--- config.mk ---
export PLATFORM = sky130hd
export DESIGN_NAME = vxu_lane_fu_seq
export DESIGN_NICKNAME = d
export VERILOG_FILES = /design/src/rtl/vxu_lane_fu_seq.sv
export SDC_FILE = /design/constraint.sdc
export NUM_CORES = 1
export LEC_CHECK = 0
export ABC_AREA = 1
export ABC_CLOCK_PERIOD_IN_PS = 8600
export BUFFER_PORTS_ARGS = -buffer_cell sky130_fd_sc_hd__buf_2
export CAP_MARGIN = 10
export CORE_MARGIN = 3
export CORE_UTILIZATION = 24
export DETAILED_ROUTE_END_ITERATION = 10
export HOLD_SLACK_MARGIN = 0.06
export MAX_ROUTING_LAYER = met4
export PLACE_DENSITY_LB_ADDON = 0.2
export REMOVE_ABC_BUFFERS = 1
export SYNTH_ARGS = -nofsm -noshare
export SYNTH_HDL_FRONTEND = slang
export SYNTH_SLANG_ARGS = --single-unit
--- constraint.sdc ---
create_clock -name clk_i -period 8.6 [get_ports clk_i]
set_input_delay 2.15 -clock clk_i [delete_from_list [all_inputs] [get_ports clk_i]]
set_output_delay 2.15 -clock clk_i [all_outputs]
set_load 0.05 [all_outputs]
--- src/rtl/vxu_lane_fu_seq.sv ---
`default_nettype none
// ============================================================================
// Module   : vxu_lane_fu_seq
// Purpose  : Per-lane functional-unit sequencer. Each FU channel accepts an
//            issue command (element count minus one + function code) and
//            emits one valid/fn strobe per element until the count is
//            exhausted. Each channel has a one-entry pending slot for
//            back-to-back issue, honours a per-channel stall, flags the last
//            element, and can optionally start in the issue cycle (bypass).
// Ports    : clk_i          clock
//            reset_i        asynchronous active-high reset
//            issue_val_i    per-channel issue request
//            issue_rdy_o    per-channel issue ready (pending slot empty)
//            issue_cnt_i    element count minus one (shared)
//            issue_fn_i     per-channel function code, channel i at [i*FN_W +: FN_W]
//            fu_stall_i     per-channel FU stall; holds the current element
//            fu_val_o       per-channel element valid
//            fu_fn_o        per-channel function code with fu_val_o
//            fu_last_o      current valid element is the last of its command
//            fu_busy_o      channel holds an active or pending command
// Revision : 1.0 - initial release
// ============================================================================
module vxu_lane_fu_seq #(
  parameter int                NUM_FU      = 6,
  parameter int                CNT_W       = 8,
  parameter int                FN_W        = 11,
  parameter logic [NUM_FU-1:0] BYPASS_MASK = NUM_FU'(6'b010000)
) (
  input  logic                   clk_i,
  input  logic                   reset_i,
  input  logic [NUM_FU-1:0]      issue_val_i,
  output logic [NUM_FU-1:0]      issue_rdy_o,
  input  logic [CNT_W-1:0]       issue_cnt_i,
  input  logic [NUM_FU*FN_W-1:0] issue_fn_i,
  input  logic [NUM_FU-1:0]      fu_stall_i,
  output logic [NUM_FU-1:0]      fu_val_o,
  output logic [NUM_FU*FN_W-1:0] fu_fn_o,
  output logic [NUM_FU-1:0]      fu_last_o,
  output logic [NUM_FU-1:0]      fu_busy_o
);

  localparam logic [CNT_W-1:0] C_CNT_ONE  = CNT_W'(1);
  localparam logic [CNT_W-1:0] C_CNT_ZERO = '0;

  for (genvar gi = 0; gi < NUM_FU; gi++) begin : g_ch
    logic             act_q, act_d;
    logic [CNT_W-1:0] cnt_q, cnt_d;
    logic [FN_W-1:0]  fn_q,  fn_d;
    logic             pv_q,  pv_d;
    logic [CNT_W-1:0] pcnt_q, pcnt_d;
    logic [FN_W-1:0]  pfn_q,  pfn_d;

    logic             w_acc;
    logic             w_byp;
    logic             w_val;
    logic             w_fire;
    logic             w_finish;
    logic [CNT_W-1:0] w_cnt_eff;
    logic [FN_W-1:0]  w_issue_fn;

    assign w_issue_fn = issue_fn_i[gi*FN_W +: FN_W];

    // Accepts are masked while reset is held so a bypass channel cannot
    // present a same-cycle element during reset.
    assign w_acc = issue_val_i[gi] & ~pv_q & ~reset_i;

    // Same-cycle bypass start: only from a fully idle bypass channel.
    assign w_byp = BYPASS_MASK[gi] & w_acc & ~act_q;

    assign w_val     = act_q | w_byp;
    assign w_cnt_eff = act_q ? cnt_q : issue_cnt_i;
    assign w_fire    = w_val & ~fu_stall_i[gi];
    assign w_finish  = act_q & w_fire & (cnt_q == C_CNT_ZERO);

    assign issue_rdy_o[gi]             = ~pv_q;
    assign fu_val_o[gi]                = w_val;
    assign fu_fn_o[gi*FN_W +: FN_W]    = w_byp ? w_issue_fn : fn_q;
    assign fu_last_o[gi]               = w_val & (w_cnt_eff == C_CNT_ZERO);
    assign fu_busy_o[gi]               = act_q | pv_q;

    always_comb begin
      act_d  = act_q;
      cnt_d  = cnt_q;
      fn_d   = fn_q;
      pv_d   = pv_q;
      pcnt_d = pcnt_q;
      pfn_d  = pfn_q;

      if (act_q) begin
        if (w_fire && (cnt_q != C_CNT_ZERO)) begin
          cnt_d = cnt_q - C_CNT_ONE;
        end

        if (w_finish) begin
          // Hand over with no bubble: pending slot first, otherwise a
          // same-cycle accept goes straight into the active slot.
          if (pv_q) begin
            cnt_d = pcnt_q;
            fn_d  = pfn_q;
            pv_d  = 1'b0;
          end else if (w_acc) begin
            cnt_d = issue_cnt_i;
            fn_d  = w_issue_fn;
          end else begin
            act_d = 1'b0;
          end
        end else if (w_acc) begin
          pv_d   = 1'b1;
          pcnt_d = issue_cnt_i;
          pfn_d  = w_issue_fn;
        end
      end else if (w_acc) begin
        fn_d = w_issue_fn;
        if (w_byp && w_fire) begin
          // First element already consumed in the issue cycle.
          if (issue_cnt_i != C_CNT_ZERO) begin
            act_d = 1'b1;
            cnt_d = issue_cnt_i - C_CNT_ONE;
          end
        end else begin
          act_d = 1'b1;
          cnt_d = issue_cnt_i;
        end
      end
    end

    always_ff @(posedge clk_i or posedge reset_i) begin
      if (reset_i) begin
        act_q  <= 1'b0;
        cnt_q  <= '0;
        fn_q   <= '0;
        pv_q   <= 1'b0;
        pcnt_q <= '0;
        pfn_q  <= '0;
      end else begin
        act_q  <= act_d;
        cnt_q  <= cnt_d;
        fn_q   <= fn_d;
        pv_q   <= pv_d;
        pcnt_q <= pcnt_d;
        pfn_q  <= pfn_d;
      end
    end
  end : g_ch

endmodule
`default_nettype wire

==> results of run 1 <==
-- cell families (layout without fill, tap and decap cells) --
logic type      after synthesis  in the layout
flops                       240            240
xor+xnor                     21             21
mux                          65             65
compound gates              470            470
buf+inv                     193            344
simple gates                651            651
fa+ha+maj                    14             14
other cells                   0              5
-- power by group --
part / internal (mW) / total (mW) / switching, mW / leakage (nW)
Clock: 0.756 / 1.28 / 0.523 / 0.490
Combinational: 0.878 / 2.55 / 1.67 / 4.17
Sequential: 1.66 / 2.05 / 0.393 / 2.91
Total: 3.29 / 5.88 / 2.59 / 7.56
-- worst min-delay path by stage --
stage | start | to | slack [ns] | cells after the start
floorplan | g_ch[0].pcnt_q[7] | g_ch[0].pcnt_q[7] | 0.45 | 2
global placement | g_ch[1].pcnt_q[3] | g_ch[1].pcnt_q[3] | 0.47 | 2
detailed placement | g_ch[2].pcnt_q[1] | g_ch[2].pcnt_q[1] | 0.47 | 2
CTS | g_ch[2].pcnt_q[1] | g_ch[2].pcnt_q[1] | 0.49 | 2
global route | g_ch[5].pcnt_q[7] | g_ch[5].pcnt_q[7] | 0.51 | 2
finish | g_ch[2].pcnt_q[1] | g_ch[2].pcnt_q[1] | 0.49 | 2
-- through the flow --
step                      area (µm²)  worst slack, ns
final                          15800             2.57
after CTS                      15800             2.52
after floorplan                12900           -0.537
after detailed placement       14800             2.52
after global placement         14800             2.58
after global routing           15800             2.30
-- final cells by class --
cell class / instances / area, µm² / area share [%]
clock inverters: 10 / 83.8 / 0.530
multi-input cells: 1221 / 6520 / 41.2
diodes: 5 / 12.5 / 0.0792
repair buffers: 179 / 913 / 5.78
well taps: 739 / 925 / 5.85
inverters: 109 / 435 / 2.76
flip-flops and latches: 240 / 6010 / 38.0
clock buffers: 46 / 912 / 5.77
-- layer usage --
layer	GRT usage [%]	part of all wire, %	vias up
li1	-	-	5868
met5	-	0	-
met1	19.1	47	5620
met3	2.55	4.9	54
met4	3.08	1.9	0
met2	22.5	46	253
-- critical path: cells and delay by family --
family          cells  cell delay (ns)
simple gates        3             0.76
buf+inv             3             0.74
compound gates      1             0.12
-- sequential cells by signal, summed over array words and instances (netlist names) --
name	flops
g_ch.act_q	6
g_ch.cnt_q	48
g_ch.fn_q	66
g_ch.pcnt_q	48
g_ch.pfn_q	66
g_ch.pv_q	6
-- cells in the final DEF (no fill, tap or decap), types with 8 or more instances in the layout --
cell / netlist / final
sky130_fd_sc_hd__nor2_2: 16 / 16
sky130_fd_sc_hd__o21ai_0: 109 / 109
sky130_fd_sc_hd__nand2_2: 10 / 10
sky130_fd_sc_hd__o22ai_1: 68 / 68
sky130_fd_sc_hd__xor2_1: 12 / 12
sky130_fd_sc_hd__inv_2: 9 / 8
sky130_fd_sc_hd__a22oi_1: 21 / 21
sky130_fd_sc_hd__inv_1: 88 / 88
sky130_fd_sc_hd__clkbuf_16: 0 / 31
sky130_fd_sc_hd__xnor2_1: 9 / 9
sky130_fd_sc_hd__nand2_1: 398 / 398
sky130_fd_sc_hd__ha_1: 14 / 14
sky130_fd_sc_hd__dfrtp_1: 240 / 240
sky130_fd_sc_hd__a21oi_1: 251 / 251
sky130_fd_sc_hd__mux2_4: 14 / 14
sky130_fd_sc_hd__mux2_2: 50 / 50
sky130_fd_sc_hd__nand4_1: 9 / 9
sky130_fd_sc_hd__buf_2: 22 / 177
sky130_fd_sc_hd__nor3_1: 13 / 13
sky130_fd_sc_hd__nand3_1: 50 / 50
sky130_fd_sc_hd__clkbuf_8: 0 / 8
sky130_fd_sc_hd__nor2_1: 128 / 128
sky130_fd_sc_hd__nand2_4: 10 / 10
==> implementation parameters, run 1 <==
Parameter                              Value

Synthesis
  Mux cell area share after synthesis    5.86%
  XOR/XNOR share of the synthesized area    1.37%
  Share of synthesized area occupied by flip-flops and latches    44.9%
  Largest area contributor in the netlist    sky130_fd_sc_hd__dfrtp_1
  Post-synth design cell area    0.0134 mm²
  Distinct cell type count of the synthesized netlist    45
  Most used standard cell by instance count after synthesis    sky130_fd_sc_hd__nand2_1
  Number of synthesized flops with an enable pin    0
  Fraction of synthesis flops using an asynchronous set or reset pin    100%
  Adder-Cell Fraction of Synth Area    1.31%
  Mapped Avg Cell Area    8.09 µm²
  Simple-gate share of the synthesized area    21.3%
  Flops & latches, synth    240
  Largest family of logic cells by synthesized area    simple AND/OR/NAND/NOR gates
  Yosys warning total    0
  Synth cell count leaders    398 x sky130_fd_sc_hd__nand2_1, 251 x sky130_fd_sc_hd__a21oi_1, 240 x sky130_fd_sc_hd__dfrtp_1, 128 x sky130_fd_sc_hd__nor2_1, 109 x sky130_fd_sc_hd__o21ai_0
  Share of the synthesized area in compound gates (AO/OA/AOI/OAI)    18.9%
  Instance count of the mapped netlist    1654
  Cells taking the most area after synthesis    sky130_fd_sc_hd__dfrtp_1 45%, sky130_fd_sc_hd__nand2_1 11%, sky130_fd_sc_hd__a21oi_1 9.4%
  Area share of the leading cell type in the synthesized netlist    44.9%
  Predominant post-synthesis flop cell    sky130_fd_sc_hd__dfrtp_1

Placement
  Placer's final routability congestion estimate    0.841
  Quantity of I/O buffers inserted on ports    177
  Half-perimeter wire length after detailed placement    27100 µm
  Dpl cells    2488

Clocking
  Number of buffers inserted to repair setup after CTS    0
  Clock tree from TritonCTS    built
  Quantity of hold-fixing buffers added after cts    0
  Later-pin clock latency in the skew report    0.59 ns
  CTS Root Cell    sky130_fd_sc_hd__clkbuf_16
  CTS Sinks    240
  H-tree depth    1
  Post-cts repair resize count    0
  Total CTS buffers    31
  Clock transition at the register clock pins on the worst setup and hold paths after CTS    0.05 ns
  Maximum number of buffers from clock root to sink    3

STA
  Total count of max-transition violations in the final report    0
  Final Hold Fails    0
  Setup violations, final    0
  Slew at the pin closest to its max-slew limit    1.02 ns
  Crit share post-route    70.1%
  Setup repair after global routing missed its margin    false
  Tmin final    6.03 ns
  Peak clock frequency supported by timing    166 MHz
  Clock skew    0.0193 ns
  Max-slew headroom at the worst pin    32.2%
  Final Hold Slack    0.486 ns
  Accumulated negative setup slack    0 ns

GRT
  Largest net degree at the start of global routing    105
  Via count of the first global-routing pass    11658
  First-pass GRT wire length    66800 µm
  Total routing resource utilization after global routing    14.3%
  Initial antenna violation count    4
  Total congestion overflow    0

Floorplanning
  Area of the core    0.0545 mm²
  Initial standard-cell utilization of the core    24.6%
  Die X-Extent    242 µm
  Die area    0.0586 mm²
  Vertical die dimension    242 µm
  Number of top-level design ports    178
  Number of rows created at floorplan    85

Finish
  Final core occ    29.0%
  Post-route insts no fill    2549
  Area Growth Syn to Fin    18.1%
  Final #Nets    1884
  Share of layout cells above drive strength 1    20.0%
  Final-layout fill cell count    5920

Critical path
  Reg2Reg Setup Slack    5.94 ns
  Cell-by-cell listing of the critical path    buf_2 > inv_8 > nand2_1 > nor2_4 > nor2_1 > a21oi_1 > buf_2
  Crit start category    primary input
  Reg-to-Reg End    g_ch[2].cnt_q[0]
  Critical Path End    fu_fn_o[54]
  Cell occurring most often along the worst timing path    sky130_fd_sc_hd__buf_2
  Logic depth of the worst register-to-register path    6
  Signal arrival time at the worst endpoint    3.88 ns
  Highest cell delay on the worst timing path    0.46 ns
  Slowest-stage cell, CP    sky130_fd_sc_hd__nor2_4
  FF-to-FF Start    g_ch[2].pv_q
  Worst path required time    6.45 ns
  Startpoint of the most critical setup path    reset_i
  Crit path kind    in2out
  Biggest fanout along the worst timing path    72
  Critical Path End Type    output pin

Power
  Static leakage    7.56 nW
  IR Drop Worst-Case VDD    0.189 mV
  P per Cell Area    372 mW/mm²
  PnR Total Power    5.88 mW

Route
  DRT antenna net count    0
  Total DRC errors in the routed layout    0
  DR iter-0 viols    740
  Count of TritonRoute iterations in the first routing pass    5
  Routed WL    41100 µm
  Routed via count    11795
  Via density per instance    4.63
  Post-DR wirelength/cell    16.1 µm

Status
  Result of the run    completed

Run
  Max-capacitance violation count    0

Min path
  Class of the most critical hold timing path    reg2reg
(Power assumes the default switching activity.)
==> run 2, diff against run 1 <==
--- a/config.mk
+++ b/config.mk
@@ -6,7 +6,7 @@
 export NUM_CORES = 1
 export LEC_CHECK = 0
 export ABC_AREA = 1
-export ABC_CLOCK_PERIOD_IN_PS = 8600
+export ABC_CLOCK_PERIOD_IN_PS = 5550
 export BUFFER_PORTS_ARGS = -buffer_cell sky130_fd_sc_hd__buf_2
 export CAP_MARGIN = 10
 export CORE_MARGIN = 3
==> constraint.sdc (replaced) <==
create_clock -name clk_i -period 5.55 [get_ports clk_i]
set_input_delay 1.3875 -clock clk_i [delete_from_list [all_inputs] [get_ports clk_i]]
set_output_delay 1.3875 -clock clk_i [all_outputs]
set_load 0.05 [all_outputs]
==> implementation parameters, run 2 (synthesis gave the netlist of run 1 again) <==
Parameter                              Value

Power
  Switching part of the total    43.3%
  Power share of the combinational group    42.7%
  Proportion of power drawn by the clock network    23.2%
  Sequential power share    34.2%
  P per Cell Area    584 mW/mm²
  Static leakage    7.64 nW
  IR Drop Worst-Case VDD    0.291 mV
  Switching pwr    4.02 mW
  Internal    5.28 mW

Floorplanning
  Die X-Extent    242 µm
  Area of the core    0.0545 mm²
  Number of rows created at floorplan    85
  Vertical die dimension    242 µm
  Initial standard-cell utilization of the core    24.6%
  Number of top-level design ports    178
  Die area    0.0586 mm²

GRT
  Total congestion overflow    0
  Initial antenna violation count    4
  Via count of the first global-routing pass    11668
  Largest net degree at the start of global routing    61
  Total routing resource utilization after global routing    14.1%
  First-pass GRT wire length    66400 µm

STA
  Tmin final    4.21 ns
  Setup repair after global routing missed its margin    false
  Peak clock frequency supported by timing    237 MHz
  Setup violations, final    0
  Final Hold Fails    0
  Crit share post-route    75.9%
  Post-route worst setup slack    1.34 ns
  Max-slew headroom at the worst pin    32.9%
  Slew at the pin closest to its max-slew limit    1.01 ns
  Final Hold Slack    0.484 ns
  Total count of max-transition violations in the final report    0
  Clock skew    0.0113 ns
  Accumulated negative setup slack    0 ns

Finish
  Most common cell after layout, fill and taps aside    sky130_fd_sc_hd__nand2_1
  Area Growth Syn to Fin    19.1%
  Most frequent cells in the layout    398 x sky130_fd_sc_hd__nand2_1, 251 x sky130_fd_sc_hd__a21oi_1, 240 x sky130_fd_sc_hd__dfrtp_1
  Post-route insts no fill    2555
  Final #Nets    1891
  Post-route design area    0.0159 mm²
  Final-layout fill cell count    5923
  Share of layout cells above drive strength 1    20.4%
  Largest regs    g_ch.fn_q: 66 flops, g_ch.pfn_q: 66 flops

Critical path
  Biggest fanout along the worst timing path    34
  Highest cell delay on the worst timing path    0.42 ns
  Signal arrival time at the worst endpoint    2.83 ns
  Cell type group with the largest total delay on the critical path    simple AND/OR/NAND/NOR gates
  Cell occurring most often along the worst timing path    sky130_fd_sc_hd__buf_2
  Crit start category    primary input
  Worst path required time    4.16 ns
  Count of buffer and inverter cells on the critical path    3
  Cell-by-cell listing of the critical path    buf_2 > inv_8 > nand2_1 > nor2_4 > nor2_1 > a21oi_1 > buf_2
  Crit path kind    in2out
  Slowest-stage cell, CP    sky130_fd_sc_hd__nor2_4
  Critical Path End Type    output pin

Placement
  Dpl cells    2496
  Placer's final routability congestion estimate    0.848
  Placed inst area    0.0148 mm²
  Worst slack after detailed placement    1.30 ns
  Half-perimeter wire length after detailed placement    27400 µm
  Quantity of I/O buffers inserted on ports    177

Clocking
  Later-pin clock latency in the skew report    0.57 ns
  Number of buffers inserted to repair setup after CTS    0
  Maximum number of buffers from clock root to sink    3
  CTS Root Cell    sky130_fd_sc_hd__clkbuf_16
  CTS Sinks    240
  Total CTS buffers    30
  Quantity of hold-fixing buffers added after cts    0
  Clock tree from TritonCTS    built
  H-tree depth    1
  Clock transition at the register clock pins on the worst setup and hold paths after CTS    0.06 ns
  Post-cts repair resize count    0

Run
  Max-capacitance violation count    0

Route
  DR iter-0 viols    651
  Total DRC errors in the routed layout    0
  Post-DR wirelength/cell    16.0 µm
  DRT antenna net count    0
  Routed via count    11766
  Via density per instance    4.61
  Count of TritonRoute iterations in the first routing pass    5
  Routed WL    41000 µm

Min path
  Class of the most critical hold timing path    reg2reg

Status
  Result of the run    completed
[run 2: cell count changes in the layout (fill, tap and decap cells not counted), moves of 2 or more]
cell	delta
sky130_fd_sc_hd__clkbuf_8	-4
sky130_fd_sc_hd__clkbuf_1	-2
sky130_fd_sc_hd__bufinv_16	+5
sky130_fd_sc_hd__buf_4	+9
[run 2: worst reg2reg max path, delay by kind of cell, from the launching register on]
family,cells,cell delay [ns]
buffers and inverters,2,0.35
flip-flops,1,0.69
multiplexers,1,0.39
AND/OR/NAND/NOR,4,0.98
[run 2: through the flow]
step / util (%) / total power, mW
6_report: 29.3 / 9.30
5_1_grt: 29.3 / 10.1
4_1_cts: 29.2 / 9.42
3_5_place_dp: 27.3 / 7.18
3_3_place_gp: 27.3 / 7.13
2_1_floorplan: - / 6.18
[run 2: worst paths after layout]
path	slack [ns]	to	start	cells past startpoint
worst min-delay path	0.48	g_ch[4].pcnt_q[5]	g_ch[4].pcnt_q[5]	2
worst max-delay path	1.34	fu_fn_o[54]	reset_i	7
min in group asynchronous	0.79	g_ch[1].cnt_q[3]	reset_i	2
worst min register to register	0.48	g_ch[4].pcnt_q[5]	g_ch[4].pcnt_q[5]	2
worst max register to register	3.02	g_ch[1].pfn_q[6]	g_ch[1].act_q	7
max in group asynchronous	3.50	g_ch[2].pfn_q[2]	reset_i	4
[run 2: layout make-up]
| cell class | count | area (µm²) | area share, % |
|---|---|---|---|
| well taps | 739 | 925 | 5.80 |
| flip-flops and latches | 240 | 6010 | 37.7 |
| inverters | 109 | 435 | 2.73 |
| diodes | 4 | 10.0 | 0.0628 |
| repair buffers | 187 | 961 | 6.03 |
| clock inverters | 15 | 234 | 1.47 |
| clock buffers | 40 | 850 | 5.33 |
| multi-input cells | 1221 | 6520 | 40.9 |
[run 2: power by group through the flow]
stage	logic (mW)	registers, mW	clock network, mW
final	3.97	3.18	2.15
after global routing	4.45	3.30	2.30
after CTS	4.00	3.18	2.23
after detailed placement	3.99	3.19	0
after global placement	3.95	3.19	0
after floorplan	2.47	3.71	0
[run 2: per-layer routing]
| layer | up-vias | share of wire (%) | GRT usage (%) |
|---|---|---|---|
| met5 | - | 0 | - |
| met4 | 0 | 2.1 | 3.45 |
| met3 | 52 | 4.7 | 2.48 |
| met2 | 247 | 45 | 22.2 |
| met1 | 5609 | 48 | 18.8 |
| li1 | 5858 | - | - |
==> run 3, diff against run 2 <==
--- a/config.mk
+++ b/config.mk
@@ -6,7 +6,7 @@
 export NUM_CORES = 1
 export LEC_CHECK = 0
 export ABC_AREA = 1
-export ABC_CLOCK_PERIOD_IN_PS = 5550
+export ABC_CLOCK_PERIOD_IN_PS = 3850
 export BUFFER_PORTS_ARGS = -buffer_cell sky130_fd_sc_hd__buf_2
 export CAP_MARGIN = 10
 export CORE_MARGIN = 3
==> constraint.sdc (replaced) <==
create_clock -name clk_i -period 3.85 [get_ports clk_i]
set_input_delay 0.9625 -clock clk_i [delete_from_list [all_inputs] [get_ports clk_i]]
set_output_delay 0.9625 -clock clk_i [all_outputs]
set_load 0.05 [all_outputs]
==> implementation parameters, run 3 (synthesis gave the netlist of run 1 again) <==
Parameter                              Value

Route
  Via density per instance    4.66
  DR iter-0 viols    743
  Routed WL    41800 µm
  Total DRC errors in the routed layout    0
  Post-DR wirelength/cell    16.3 µm
  DRT antenna net count    0
  Count of TritonRoute iterations in the first routing pass    5
  Routed via count    11960

Finish
  Final-layout fill cell count    5920
  Final #Nets    1903
  Most frequent cells in the layout    398 x sky130_fd_sc_hd__nand2_1, 251 x sky130_fd_sc_hd__a21oi_1, 240 x sky130_fd_sc_hd__dfrtp_1
  Area Growth Syn to Fin    20.1%
  Most common cell after layout, fill and taps aside    sky130_fd_sc_hd__nand2_1
  Storage element area    0.00601 mm²
  Multi-input gate area in the final layout    0.00652 mm²
  Largest regs    g_ch.fn_q: 66 flops, g_ch.pfn_q: 66 flops
  Post-route insts no fill    2566
  Share of layout cells above drive strength 1    21.1%
  Final core occ    29.5%
  Post-route design area    0.0161 mm²

GRT
  Total routing resource utilization after global routing    14.3%
  Initial antenna violation count    2
  First-pass GRT wire length    67200 µm
  Largest net degree at the start of global routing    120
  Via count of the first global-routing pass    11748
  Total congestion overflow    0

STA
  Peak clock frequency supported by timing    302 MHz
  Max-slew headroom at the worst pin    44.9%
  Setup violations, final    0
  Clock skew    0.0179 ns
  Slew at the pin closest to its max-slew limit    0.827 ns
  Tmin final    3.31 ns
  Final Hold Fails    0
  Setup repair after global routing missed its margin    false
  Total count of max-transition violations in the final report    0
  Crit share post-route    86.1%

Clocking
  CTS Sinks    240
  Later-pin clock latency in the skew report    0.57 ns
  H-tree depth    1
  Number of buffers inserted to repair setup after CTS    0
  Clock transition at the register clock pins on the worst setup and hold paths after CTS    0.06 ns
  Clock tree from TritonCTS    built
  Maximum number of buffers from clock root to sink    3
  CTS Root Cell    sky130_fd_sc_hd__clkbuf_16
  Total CTS buffers    31
  Quantity of hold-fixing buffers added after cts    0
  Post-cts repair resize count    0

Floorplanning
  Initial standard-cell utilization of the core    24.6%
  Area of the core    0.0545 mm²
  Number of rows created at floorplan    85
  Die X-Extent    242 µm
  Number of top-level design ports    178
  Vertical die dimension    242 µm
  Die area    0.0586 mm²

Critical path
  Critical Path End Type    output pin
  Worst path required time    2.89 ns
  Crit path kind    reg2out
  FF-to-FF Start    g_ch[2].act_q
  Signal arrival time at the worst endpoint    2.35 ns
  Reg2Reg Setup Slack    1.45 ns
  Reg-to-Reg End    g_ch[2].pfn_q[7]
  Biggest fanout along the worst timing path    24
  Crit start category    register
  Logic depth of the worst register-to-register path    7

Power
  Sequential power share    33.9%
  Power share of the combinational group    42.6%
  Internal    7.67 mW
  P per Cell Area    841 mW/mm²
  Proportion of power drawn by the clock network    23.5%
  PnR Total Power    13.5 mW
  IR Drop Worst-Case VDD    0.389 mV
  Switching pwr    5.84 mW
  Static leakage    7.72 nW
  Switching part of the total    43.2%

Placement
  Dpl cells    2507
  Placed inst area    0.0149 mm²
  Placer's final routability congestion estimate    0.851
  Quantity of I/O buffers inserted on ports    177
  Half-perimeter wire length after detailed placement    28100 µm

Status
  Result of the run    completed

Min path
  Class of the most critical hold timing path    in2async

Run
  Max-capacitance violation count    0
## run 3: changes by cell type in the layout (fill, tap and decap cells not counted), sizes merged
cell,delta
buf,+11
clkbuf,+4
clkinv,-2
diode,-2
bufinv,-1
inv,+1
## run 3: how the worst max path moves through the flow
stage | cells after the start | end | startpoint
global placement | 10 | g_ch[2].cnt_q[0] | reset_i
global route | 6 | fu_fn_o[45] | g_ch[4].pv_q
detailed placement | 9 | g_ch[1].fn_q[9] | reset_i
finish | 6 | fu_fn_o[54] | g_ch[4].act_q
floorplan | 3 | fu_last_o[4] | reset_i
CTS | 6 | fu_fn_o[54] | g_ch[4].act_q
## run 3: cell type report
cell class                      count  share of cell area [%]
Antenna cell                        2                  0.0312
Clock buffer                       44                    5.76
Clock inverter                     13                    1.24
Inverter                          109                    2.71
Multi-Input combinational cell   1221                    40.6
Sequential cell                   240                    37.4
Tap cell                          739                    5.76
Timing Repair Buffer              198                    6.57
## run 3: power by group through the flow
stage | combinational [mW] | sequential [mW] | clock [mW]
final | 5.76 | 4.58 | 3.17
after global routing | 6.45 | 4.76 | 3.38
after CTS | 5.81 | 4.58 | 3.28
after detailed placement | 5.79 | 4.60 | 0
after global placement | 5.73 | 4.59 | 0
after floorplan | 3.56 | 5.35 | 0
## run 3: per-layer routing
layer | vias to the layer above | share of wire [%] | track usage [%]
li1 | 5890 | - | -
met5 | - | 0 | -
met4 | 0 | 2.0 | 3.77
met3 | 55 | 5.0 | 2.16
met2 | 312 | 45 | 22.0
met1 | 5703 | 48 | 19.6
## run 3: stage by stage
stage / setup TNS (ns) / hold WS [ns] / setup WS (ns)
after floorplan: -546.92 / 0.453 / -2.91
final: 0 / 0.292 / 0.536
after detailed placement: 0 / 0.473 / 0.497
after global routing: 0 / 0.262 / 0.281
after CTS: 0 / 0.254 / 0.482
after global placement: 0 / 0.468 / 0.566
## run 3: critical path, cell delays in order (launching register included)
cell and delay (ns):
sky130_fd_sc_hd__dfrtp_1 0.55, sky130_fd_sc_hd__nor2_1 0.23, sky130_fd_sc_hd__inv_2 0.09, sky130_fd_sc_hd__nor2_4 0.39, sky130_fd_sc_hd__nor2_1 0.08, sky130_fd_sc_hd__a21oi_1 0.14, sky130_fd_sc_hd__buf_2 0.29
